<file path="src/rtl/serdes_ctrl_pkg.sv">
// rtl/serdes_ctrl_pkg.sv - shared state encoding, default timeouts and timer sizing for the lane sequencer
package serdes_ctrl_pkg;

  // Encoding is visible on state_o, so the values are fixed for ILA decoding
  typedef enum logic [2:0] {
    ST_IDLE     = 3'd0,
    ST_HOLD     = 3'd1,
    ST_WAIT_PLL = 3'd2,
    ST_WAIT_SIG = 3'd3,
    ST_WAIT_BLK = 3'd4,
    ST_LINK_UP  = 3'd5,
    ST_FAIL     = 3'd6,
    ST_HALT     = 3'd7
  } state_t;

  localparam int DEF_RST_HOLD  = 16;
  localparam int DEF_PLL_TO    = 65535;
  localparam int DEF_LOCK_TO   = 1562500;
  localparam int DEF_DEBOUNCE  = 1024;
  localparam int DEF_MAX_RETRY = 7;
  localparam int DEF_TMR_W     = 24;

  // Smallest timer width able to count up to the largest of the four intervals
  function automatic int tmr_width(input int rst_hold, input int pll_to,
                                   input int lock_to, input int debounce);
    int m;
    m = rst_hold;
    if (pll_to > m) m = pll_to;
    if (lock_to > m) m = lock_to;
    if (debounce > m) m = debounce;
    return $clog2(m + 1);
  endfunction

endpackage

</file>
<file path="src/rtl/link_debounce.sv">
// rtl/link_debounce.sv - consecutive-good-cycle counter with clear and done flag
module link_debounce #(
  parameter int LEN = 1024,
  parameter int CW  = $clog2(LEN + 1)
) (
  input  logic clk,
  input  logic rst,
  input  logic clear,
  input  logic good,
  output logic done
);

  logic [CW-1:0] count;

  // Count good cycles, restart on any bad cycle or clear, hold once the target is reached
  always_ff @(posedge clk or posedge rst) begin
    if (rst) begin
      count <= '0;
    end else if (clear || !good) begin
      count <= '0;
    end else if (count != CW'(LEN)) begin
      count <= count + CW'(1);
    end
  end

  assign done = (count == CW'(LEN));

endmodule

</file>
<file path="src/rtl/serdes_link_ctrl.sv">
// rtl/serdes_link_ctrl.sv - per-lane 10GBASE-R SerDes bring-up and recovery sequencer
module serdes_link_ctrl
  import serdes_ctrl_pkg::*;
#(
  parameter int RST_HOLD  = DEF_RST_HOLD,
  parameter int PLL_TO    = DEF_PLL_TO,
  parameter int LOCK_TO   = DEF_LOCK_TO,
  parameter int DEBOUNCE  = DEF_DEBOUNCE,
  parameter int MAX_RETRY = DEF_MAX_RETRY,
  parameter int TMR_W     = DEF_TMR_W
) (
  input  logic       trx_clk_156r25M,
  input  logic       rst,
  input  logic       enable,
  input  logic       trx_clk_locked,
  input  logic       pll_lock,
  input  logic       cdr_lock,
  input  logic       sfp_los,
  input  logic       block_lock,
  input  logic       hi_ber,
  output logic       serdes_tx_rstn,
  output logic       serdes_rx_rstn,
  output logic       ber_clear,
  output logic       blkerr_clear,
  output logic       link_up,
  output logic       ctrl_error,
  output logic [2:0] retry_cnt,
  output logic [2:0] state_o
);

  // Never let a too-narrow TMR_W truncate a timeout compare
  localparam int MIN_TW = tmr_width(RST_HOLD, PLL_TO, LOCK_TO, DEBOUNCE);
  localparam int TW     = (TMR_W > MIN_TW) ? TMR_W : MIN_TW;

  state_t        state;
  state_t        nxt;
  logic [TW-1:0] timer;
  logic          status_good;
  logic          deb_done;

  assign status_good = cdr_lock && block_lock && !hi_ber && !sfp_los;

  // Debounce only runs while waiting for block lock; any other state holds it cleared
  link_debounce #(
    .LEN (DEBOUNCE)
  ) u_debounce (
    .clk   (trx_clk_156r25M),
    .rst   (rst),
    .clear (state != ST_WAIT_BLK),
    .good  (status_good),
    .done  (deb_done)
  );

  // Next-state selection; losing enable or the user clock overrides everything
  always_comb begin
    nxt = state;
    if (!enable || !trx_clk_locked) begin
      nxt = ST_IDLE;
    end else begin
      case (state)
        ST_IDLE:     nxt = ST_HOLD;
        ST_HOLD:     if (timer == TW'(RST_HOLD - 1)) nxt = ST_WAIT_PLL;
        ST_WAIT_PLL: begin
          if (pll_lock)                        nxt = ST_WAIT_SIG;
          else if (timer == TW'(PLL_TO - 1))   nxt = ST_FAIL;
        end
        ST_WAIT_SIG: begin
          if (!pll_lock)                       nxt = ST_FAIL;
          else if (!sfp_los)                   nxt = ST_WAIT_BLK;
        end
        ST_WAIT_BLK: begin
          if (!pll_lock || timer == TW'(LOCK_TO - 1)) nxt = ST_FAIL;
          else if (deb_done)                          nxt = ST_LINK_UP;
        end
        ST_LINK_UP: begin
          if (!block_lock || hi_ber || sfp_los || !cdr_lock || !pll_lock) nxt = ST_FAIL;
        end
        ST_FAIL:     nxt = (retry_cnt == 3'(MAX_RETRY)) ? ST_HALT : ST_HOLD;
        ST_HALT:     nxt = ST_HALT;
        default:     nxt = ST_IDLE;
      endcase
    end
  end

  // State, shared timer and every output registered from the chosen next state
  always_ff @(posedge trx_clk_156r25M or posedge rst) begin
    if (rst) begin
      state          <= ST_IDLE;
      timer          <= '0;
      serdes_tx_rstn <= 1'b0;
      serdes_rx_rstn <= 1'b0;
      ber_clear      <= 1'b0;
      blkerr_clear   <= 1'b0;
      link_up        <= 1'b0;
      ctrl_error     <= 1'b0;
      retry_cnt      <= 3'd0;
    end else begin
      state <= nxt;

      if (nxt != state)       timer <= '0;
      else if (timer != '1)   timer <= timer + TW'(1);

      serdes_tx_rstn <= nxt inside {ST_WAIT_PLL, ST_WAIT_SIG, ST_WAIT_BLK, ST_LINK_UP};
      serdes_rx_rstn <= nxt inside {ST_WAIT_BLK, ST_LINK_UP};
      link_up        <= (nxt == ST_LINK_UP);
      ber_clear      <= (nxt == ST_LINK_UP) && (state != ST_LINK_UP);
      blkerr_clear   <= (nxt == ST_LINK_UP) && (state != ST_LINK_UP);
      ctrl_error     <= (nxt == ST_HALT);

      if (nxt == ST_IDLE) begin
        retry_cnt <= 3'd0;
      end else if (nxt == ST_LINK_UP && state != ST_LINK_UP) begin
        retry_cnt <= 3'd0;
      end else if (nxt == ST_FAIL && state != ST_FAIL && retry_cnt != 3'd7) begin
        retry_cnt <= retry_cnt + 3'd1;
      end
    end
  end

  assign state_o = state;

endmodule

</file>
<file path="config.mk">
export PLATFORM = sky130hd
export DESIGN_NAME = serdes_link_ctrl
export DESIGN_NICKNAME = d
export VERILOG_FILES = /design/src/rtl/serdes_ctrl_pkg.sv /design/src/rtl/link_debounce.sv /design/src/rtl/serdes_link_ctrl.sv
export SDC_FILE = /design/constraint.sdc
export NUM_CORES = 1
export LEC_CHECK = 0
export CORE_MARGIN = 5
export CORE_UTILIZATION = 58
export CTS_CLUSTER_DIAMETER = 30
export DETAILED_ROUTE_END_ITERATION = 8
export PLACE_DENSITY = 0.8
export SETUP_SLACK_MARGIN = 0.3
export SYNTH_ARGS = -nofsm -noshare
export SYNTH_HDL_FRONTEND = slang
export SYNTH_SLANG_ARGS = --single-unit
</file>
<file path="constraint.sdc">
create_clock -name trx_clk_156r25M -period 3.27 [get_ports trx_clk_156r25M]
set_input_delay 0.327 -clock trx_clk_156r25M [delete_from_list [all_inputs] [get_ports trx_clk_156r25M]]
set_output_delay 0.327 -clock trx_clk_156r25M [all_outputs]
set_load 0.02 [all_outputs]
</file>
After elaboration in Yosys (flattened, before gate mapping)
Cells that the tools add are included.
{"block": "word_totals", "wordCells": 83, "romBits": 0, "reg_bits": 46, "mem_bits_rw": 0, "out_inout_bits": 12, "in_bits": 9, "latchBits": 0, "mem_count": 0}
{"block": "op_classes", "addsub": 3, "reduce_logical": 28, "muxes": 18, "multipliers": 0, "bitwise": 0, "eq_ne": 25, "div": 0, "order_cmp": 0, "shifts": 0}
{"cell": "24-bit two-way mux", "count": 2}
{"cell": "3-bit two-way mux", "count": 13}
{"cell": "3-bit equality test, second input constant", "count": 9}
{"cell": "24-bit by 1-bit adder with 24-bit output, second input constant", "count": 1}
{"cell": "24-bit by 16-bit equality test with 1-bit output, second input constant", "count": 1}
{"cell": "24-bit by 21-bit equality test with 1-bit output, second input constant", "count": 1}
{"cell": "24-bit by 4-bit equality test with 1-bit output, second input constant", "count": 1}
{"cell": "24-bit inequality test, second input constant", "count": 1}
{"cell": "3-bit case mux with 8 select lines", "count": 1}
{"cell": "11-bit two-way mux", "count": 2}
{"cell": "3-bit by 2-bit equality test with 1-bit output, second input constant", "count": 4}
{"cell": "3-bit inequality test, second input constant", "count": 4}
{"cell": "11-bit by 1-bit adder with 11-bit output, second input constant", "count": 1}
{"cell": "11-bit equality test, second input constant", "count": 1}
{"cell": "11-bit inequality test, second input constant", "count": 1}
{"cell": "1-bit logical NOT", "count": 8}
{"cell": "1-bit logical OR", "count": 7}
{"cell": "1-bit logical AND", "count": 6}
{"cell": "3-bit logical NOT", "count": 2}
{"cell": "2-bit nonzero test", "count": 3}
{"cell": "4-bit nonzero test", "count": 1}
{"cell": "3-bit by 1-bit adder with 3-bit output, second input constant", "count": 1}
{"cell": "3-bit by 1-bit equality test with 1-bit output, second input constant", "count": 1}
{"cell": "3-bit inequality test", "count": 1}
{"cell": "3-bit nonzero test", "count": 1}

Longest topological paths before layout
Gate-level depths: netlist of run 1.
{"block": "depth", "depth_word": 14, "ltp_mapped": 10, "depth_no_buf": 9}

Modules after synthesis
Synthesis of run 1 repeated with hierarchy kept, for this count alone.
{"block": "unflattened", "hier_cells": 296, "area_unflattened_um2": 2817.7}
{"mod": "serdes_link_ctrl", "area_each_um2": 2218.4, "seq_area_each_um2": 875.8, "instances": 1, "cells_each": 233}
{"mod": "link_debounce", "area_each_um2": 599.3, "seq_area_each_um2": 275.3, "instances": 1, "cells_each": 63}

Worst setup path after synthesis of run 1
Ideal clock, no wire load.
{"block": "synth_path", "path_type": "register to register", "startpoint": "reg retry_cnt[0]", "endpoint": "reg timer[6]", "stages_incl_launch_ff": 11, "path_buffers": 1, "synth_period_minus_slack_ns": 2.522, "path_slack_ns": 0.748, "required_time_ns": 3.199, "setup_ns": 0.071, "t_arrival_ns": 2.450, "path_cell_list": "dfrtp_1 ha_1 ha_1 nor4bb_1 nor3_1 a41o_1 a311oi_4 o31a_1 nand4_2 buf_4 nor2_1"}
{"block": "synth_between", "elab_chain_len": 6}
{"element": "from (decl)", "line_no": "serdes_link_ctrl.sv:27", "source": "output logic [2:0] retry_cnt,"}
{"element": "from (signal assigned)", "line_no": "serdes_link_ctrl.sv:115", "source": "retry_cnt <= retry_cnt + 3'd1;"}
{"element": "3-bit equality test *", "line_no": "serdes_link_ctrl.sv:78", "source": "ST_FAIL: nxt = (retry_cnt == 3'(MAX_RETRY)) ? ST_HALT : ST_HOLD;"}
{"element": "3-bit two-way mux *", "line_no": "serdes_link_ctrl.sv:78"}
{"element": "3-bit case mux with 8 select lines *", "line_no": "serdes_link_ctrl.sv:60", "source": "case (state)"}
{"element": "3-bit two-way mux *", "line_no": "serdes_link_ctrl.sv:57", "source": "if (!enable || !trx_clk_locked) begin"}
{"element": "3-bit inequality test *", "line_no": "serdes_link_ctrl.sv:100", "source": "if (nxt != state) timer <= '0;"}
{"element": "24-bit two-way mux / 2-bit nonzero test (equally long branches)"}
{"element": "to (signal assigned)", "line_no": "serdes_link_ctrl.sv:101", "source": "else if (timer != '1) timer <= timer + TW'(1);"}
{"element": "to (decl)", "line_no": "serdes_link_ctrl.sv:37", "source": "logic [TW-1:0] timer;"}
Mark *: on every way between the ends. The rest lies on a longest branch, timed or not.
A chain may end at the register's enable or synchronous reset.

Final worst setup path of run 1
{"block": "layout_path", "startpoint": "reg timer[0]", "endpoint": "reg retry_cnt[1]"}
{"block": "layout_between", "elab_chain_len": 9}
{"element": "24-bit by 16-bit equality test with 1-bit output / 24-bit by 21-bit equality test with 1-bit output (equally long branches)", "line_no": "serdes_link_ctrl.sv:65, serdes_link_ctrl.sv:72"}
{"element": "3-bit two-way mux / 1-bit logical OR (equally long branches)", "line_no": "serdes_link_ctrl.sv:65, serdes_link_ctrl.sv:72"}
{"element": "3-bit two-way mux (on tied branches)", "line_no": "serdes_link_ctrl.sv:64, serdes_link_ctrl.sv:72"}
{"element": "3-bit case mux with 8 select lines *", "line_no": "serdes_link_ctrl.sv:60"}
{"element": "3-bit two-way mux *", "line_no": "serdes_link_ctrl.sv:57"}
{"element": "3-bit equality test (on tied branches)", "line_no": "serdes_link_ctrl.sv:112, serdes_link_ctrl.sv:114"}
{"element": "1-bit logical AND (on tied branches)", "line_no": "serdes_link_ctrl.sv:112, serdes_link_ctrl.sv:114"}
{"element": "3-bit two-way mux / 1-bit logical AND (equally long branches)", "line_no": "serdes_link_ctrl.sv:112, serdes_link_ctrl.sv:114"}
{"element": "3-bit two-way mux / 3-bit nonzero test (equally long branches)"}
Marks and branches as above.

==> results of run 1 <==
-- layout make-up --
type,count,share of cell area [%]
sequential,46,38.2
timing repair buffer,27,8.38
clock inverter,1,0.996
inverter,8,0.996
clock buffer,7,2.53
tap,52,2.16
multi-input combinational,213,46.8
-- placed cells by master, fill, tap and decap left out, types with 3 or more instances in the layout --
cell             count
nand3_1             21
nor3_1               5
and2_1               5
xnor2_1              6
and4_1               3
o21ai_0              5
xor2_1              25
nor2_1              44
and3_1              10
dfrtp_1             46
nor4_1               4
nor4bb_1             4
clkdlybuf4s50_1     20
inv_1                7
nand2_1             19
clkbuf_8             5
a21oi_1              5
ha_1                 6
buf_4                7
nand4_1              9
-- per-layer routing --
layer | track usage (%) | up-vias | routed length (um)
met5 | 0 | - | 0
met4 | 5.33 | 0 | 41
met3 | 4.40 | 4 | 222
met2 | 29.6 | 45 | 2530
met1 | 24.9 | 990 | 2490
li1 | - | 1018 | -
-- registers in the layout, summed over array words and instances, names as in the netlist --
signal and flops:
retry_cnt 3, serdes_rx_rstn 1, state_o 3, link_up 1
serdes_tx_rstn 1, blkerr_clear 1, u_debounce.count 11, timer 24
ctrl_error 1
-- cell usage after synthesis (all sizes together) (2+ instances only) --
| library cell | instances | area (um2) |
|---|---|---|
| dfrtp | 46 | 1150 |
| nor2 | 45 | 185 |
| xor2 | 25 | 219 |
| nand3 | 21 | 105 |
| nand2 | 19 | 71.3 |
| and3 | 11 | 70.1 |
| nand4 | 10 | 68.8 |
| inv | 8 | 30.0 |
| buf | 6 | 40.0 |
| ha | 6 | 75.1 |
| nor3 | 6 | 35.0 |
| o21ai | 6 | 30.0 |
| xnor2 | 6 | 52.6 |
| a21oi | 5 | 25.0 |
| and2 | 5 | 31.3 |
| nor4 | 4 | 25.0 |
| nor4bb | 4 | 40.0 |
| and4 | 3 | 26.3 |
| a21boi | 2 | 15.0 |
| and2b | 2 | 15.0 |
| clkbuf | 2 | 7.51 |
| mux2i | 2 | 20.0 |
| nand2b | 2 | 12.5 |
| nor2b | 2 | 12.5 |
| nor3b | 2 | 15.0 |
| o311ai | 2 | 17.5 |
| or3 | 2 | 12.5 |
-- repair_timing --
action	in CTS	in global routing
resized for setup	0	1
hold buffers	0	0
buffers inserted	0	3
endpoints found under the setup margin	0	24
-- critical path, delay by kind of cell (launching register included) --
| kind | cells | cell delay [ns] |
|---|---|---|
| AND/OR/NAND/NOR | 5 | 1.40 |
| flip-flops | 1 | 0.43 |
| adder cells (fa/ha/maj) | 1 | 0.29 |
| multiplexers | 1 | 0.22 |
| buffers and inverters | 1 | 0.20 |
| AO/OA/AOI/OAI | 1 | 0.10 |
-- kinds of logic (layout without fill, tap and decap cells) --
kind of cell / count (synthesis) / count (layout)
AND/OR/NAND/NOR: 146 / 146
flip-flops: 46 / 46
XOR/XNOR: 31 / 31
AO/OA/AOI/OAI: 28 / 28
buffers and inverters: 16 / 43
adder cells (fa/ha/maj): 6 / 6
multiplexers: 2 / 2
-- power breakdown --
group	switching, uW	internal [uW]	total, uW
clock	182	229	410
combinational	52.1	39.3	91.4
sequential	29.5	584	614
-- per-stage QoR --
stage / total power (uW) / std cells / setup WS, ns / area, um2
final: 1120 / 354 / 0.518 / 3020
after global routing: 1180 / 354 / 0.312 / 3020
after CTS: 1130 / 351 / 0.335 / 2980
after detailed placement: 715 / 343 / 0.279 / 2880
after global placement: 713 / 343 / 0.357 / 2880
after floorplan: 681 / 275 / 0.748 / 2630
-- worst paths after layout --
check / from / endpoint / slack (ns) / depth (start not counted)
worst max-delay path: timer[0] / retry_cnt[1] / 0.52 / 9
worst min-delay path: u_debounce.count[10] / u_debounce.count[10] / 0.54 / 2
worst max register to register: timer[0] / retry_cnt[1] / 0.52 / 9
worst min register to register: u_debounce.count[10] / u_debounce.count[10] / 0.54 / 2
max in group asynchronous: rst / timer[13] / 2.12 / 2
min in group asynchronous: rst / u_debounce.count[5] / 0.56 / 2
==> impl_metrics.tcl, run 1 <==
set metrics [dict create \
    status "complete, no violations" \
    fin_crit_sh_pct 84.2 \
    nFillCells 351 \
    yosys.area_share.simple_pct 31.0 \
    finalSetupViolCount 0 \
    ios 21 \
    syn_nets 290 \
    synth.area.mux_share_pct 0.761 \
    synth_top_family_by_area "simple AND/OR/NAND/NOR gates" \
    rsz0062_at_grt "no" \
    tns_ns 0 \
    cts-root-buf "clkbuf_8" \
    ys_seq_elements 46 \
    crit_required_ns 3.45 \
    vias 2057 \
    cts_tree "yes" \
    max-vdd-ir-drop_v 0.000219 \
    finalClockSkew_ns 0.00888 \
    maxCapViolations 0 \
    grt_pass1_vias 1989 \
    area_delta_synth_final_pct 14.7 \
    drt_iter0_drc 128 \
    insertion_delay_ns 0.29 \
    post-route-util_pct 68.8 \
    hold_viol 0 \
    antenna_left 0 \
    powerDensity_nw_per_um2 370 \
    antenna_found_initial 0 \
    critical_path.max_stage_delay_ns 0.47 \
    layout-drive-gt1-share_pct 7.62 \
    crit_fanout 7 \
    clock-sinks 46 \
    regArea_um2 1150 \
    tightest_slew_ns 0.942 \
    synth_cell_types 55 \
    multi_input_area_um2 1410 \
    start_util_pct 60.0 \
    port-buffer-count 20 \
    track_usage_pct 18.4 \
    core-area_um2 4380 \
    synth_area_um2 2630 \
    synthFlopType "dfrtp_1" \
    drt-total-wl_um 5280 \
    slew_violations 0 \
    cp_slowest_cell "or4b_1" \
    die_x_um 77.3 \
    max_freq_mhz 363 \
    cp_cell_sequence "ha_1 -> or4b_1 -> nor3_2 -> and4bb_4 -> a311oi_4 -> buf_4 -> nor4b_4 -> mux2i_1 -> nor2_1" \
    synthXorXnorAreaFrac_pct 10.3 \
    post-route-min-period_ns 2.75 \
    yosys_warnings 0 \
    h-tree-depth 2 \
    critPathArrivalTime_ns 2.93 \
    die_h_um 77.3 \
    dp_hpwl_um 3750 \
    synth_compound_area_share_pct 8.33 \
    overflow 0 \
    ys_seq_area_share_pct 43.8 \
    insertedDiodeCount 0 \
    rows 24 \
    syn_avg_cell_area_um2 9.56 \
    ys_async_sr_fraction_pct 100 \
    grt_pass1_wl_um 9150 \
    grt_max_degree 47 \
    cts_buffers 5 \
    syn_inst 275 \
    dr.pass1.iters 4 \
    synth_fa_ha_area_share_pct 2.85 \
    drc 0 \
    vias_per_cell 5.81 \
    worst_hold_slack_ns 0.540 \
    layout.nets 316 \
    slew_headroom_pct 37.1 \
    crit_path_start_kind "register" \
    p_leak_uw 0.00131 \
    wl_per_cell_um 14.9 \
    clockBufferDepth 2 \
    gp_congestion 0.850 \
    path_class "reg2reg" \
    synth-edff-count 0 \
    clk_transition_reported_paths_ns 0.09 \
    cp-end-kind "register" \
    die_area_um2 5980 \
    worstHoldPathType "reg2reg" \
]
(Power assumes the default switching activity.)
==> inputs of run 2 (changes only) <==
Clock period 3.27 ns to 2.6 ns, I/O delays scaled along.
==> run 2 against run 1 <==
Non-clock buffer count increased by 22; final cell count increased by 6.2%; sequential share of layout area decreased by 3.8 points; largest power group unchanged.
==> impl_metrics.tcl, run 2 (synthesized netlist as in run 1, its figures left out) <==
set metrics [dict create \
    crit_path_start_kind "register" \
    hold_viol 0 \
    fin_crit_sh_pct 97.6 \
    clk_transition_reported_paths_ns 0.09 \
    core-area_um2 4380 \
    path_class "reg2reg" \
    crit_buf_inv 2 \
    antenna_found_initial 0 \
    worst_hold_slack_ns 0.434 \
    die_x_um 77.3 \
    wl_met2_um 2960 \
    top_layer_used "met4" \
    dr.pass1.iters 4 \
    tns_ns 0 \
    hold_buffers 0 \
    h-tree-depth 2 \
    grt_max_degree 47 \
    cts-root-buf "clkbuf_8" \
    finalSetupViolCount 0 \
    powerDensity_nw_per_um2 446 \
    tightest_slew_ns 0.637 \
    status "complete, no violations" \
    met1_length_um 2610 \
    worstHoldPathType "in2async" \
    vias 2216 \
    critPathTopFamily "compound AO/OA/AOI/OAI gates" \
    grt_pass1_vias 2207 \
    drt_iter0_drc 107 \
    finalClockSkew_ns 0.0113 \
    dpl_cell_area_um2 3050 \
    port-buffer-count 20 \
    track_usage_pct 21.2 \
    overflow 0 \
    crit_required_ns 2.82 \
    gp_congestion 0.890 \
    area_delta_synth_final_pct 27.4 \
    die_area_um2 5980 \
    critPathMostFrequentCell "ha_4" \
    regMostFlops "timer" \
    insertion_delay_ns 0.30 \
    ios 21 \
    critical_path.max_stage_delay_ns 0.43 \
    critPathArrivalTime_ns 2.76 \
    wl_per_cell_um 16.0 \
    r2r_setup_slack_ns 0.06 \
    reg2regPathDepth 11 \
    rsz0062_at_grt "yes" \
    drc 0 \
    drt-total-wl_um 6010 \
    crit_fanout 5 \
    antenna_left 0 \
    max_freq_mhz 394 \
    rows 24 \
    path_depth 11 \
    maxCapViolations 0 \
    cts_buffers 5 \
    cp_cell_sequence "ha_4 -> ha_4 -> nor4bb_4 -> nor3_1 -> a41o_1 -> a311oi_4 -> o31a_1 -> nand4_4 -> buf_12 -> buf_4 -> nor2_1" \
    slew_violations 0 \
    max-vdd-ir-drop_v 0.000290 \
    cp_slowest_cell "dfrtp_2" \
    die_h_um 77.3 \
    cts_tree "yes" \
    mostFrequentLayoutCells "dfrtp_1, nor2_1, xor2_1" \
    clock-sinks 46 \
    dp_hpwl_um 4140 \
    reg_top3 "timer (24), u_debounce.count (11)" \
    post-route-min-period_ns 2.54 \
    mostFrequentLayoutCell "dfrtp_1" \
    clockBufferDepth 2 \
    p_leak_uw 0.00143 \
    cp-end-kind "register" \
    final_area_um2 3350 \
    insertedDiodeCount 0 \
    grt_pass1_wl_um 10400 \
    largest_register_ffs 24 \
    layout.nets 338 \
    start_util_pct 60.0 \
    met3_length_um 273 \
    nFillCells 306 \
    layout-drive-gt1-share_pct 19.4 \
    slew_headroom_pct 57.0 \
    vias_per_cell 5.89 \
]
[run 2: final cells by class]
| type | count | area [um2] | area share, % |
|---|---|---|---|
| Multi-Input combinational cell | 213 | 1530 | 45.6 |
| Sequential cell | 46 | 1150 | 34.4 |
| Timing Repair Buffer | 49 | 465 | 13.9 |
| Clock buffer | 5 | 68.8 | 2.05 |
| Tap cell | 52 | 65.1 | 1.94 |
| Clock inverter | 3 | 40.0 | 1.19 |
| Inverter | 8 | 30.0 | 0.896 |
[run 2: power breakdown]
| part | switching, uW | leakage [uW] | internal, uW |
|---|---|---|---|
| registers | 31.0 | 0.000635 | 735 |
| clock network | 236 | 0.0000579 | 283 |
| logic | 105 | 0.000733 | 106 |
[run 2: worst register-to-register path, stage by stage (launching register included)]
cell      delay [ns]
dfrtp_2         0.43
ha_4            0.17
ha_4            0.17
nor4bb_4        0.29
nor3_1          0.09
a41o_1          0.24
a311oi_4        0.25
o31a_1          0.20
nand4_4         0.19
buf_12          0.19
buf_4           0.12
nor2_1          0.10
[run 2: stage by stage]
step	cells	utilization, %	setup slack [ns]	power [uW]
floorplan	275	-	0.245	876
global placement	357	69.5	0.0210	943
detailed placement	357	69.5	-0.00723	947
CTS	372	74.9	0.103	1490
global route	376	76.5	-0.0299	1570
finish	376	76.5	0.0619	1500
[run 2: path summary, 6_finish.rpt]
kind                                      startpoint                    to
worst max-delay path                    retry_cnt[1]              timer[0]
worst min-delay path                             rst             timer[22]
worst max register to register          retry_cnt[1]              timer[0]
worst min register to register  u_debounce.count[10]  u_debounce.count[10]
max in group asynchronous                        rst          retry_cnt[0]
min in group trx_clk_156r25M    u_debounce.count[10]  u_debounce.count[10]
[run 2: metal layers]
layer	up-vias	track usage [%]
met1	1075	27.0
li1	1064	-
met5	-	0
met3	17	5.32
met2	60	34.6
met4	0	8.59
[run 2: what timing repair did]
| item | CTS | global route |
|---|---|---|
| cloned | 1 | 1 |
| pin swaps | 1 | 3 |
| gates resized for setup | 12 | 7 |
| setup endpoints to repair | 27 | 29 |
| setup buffers | 6 | 3 |
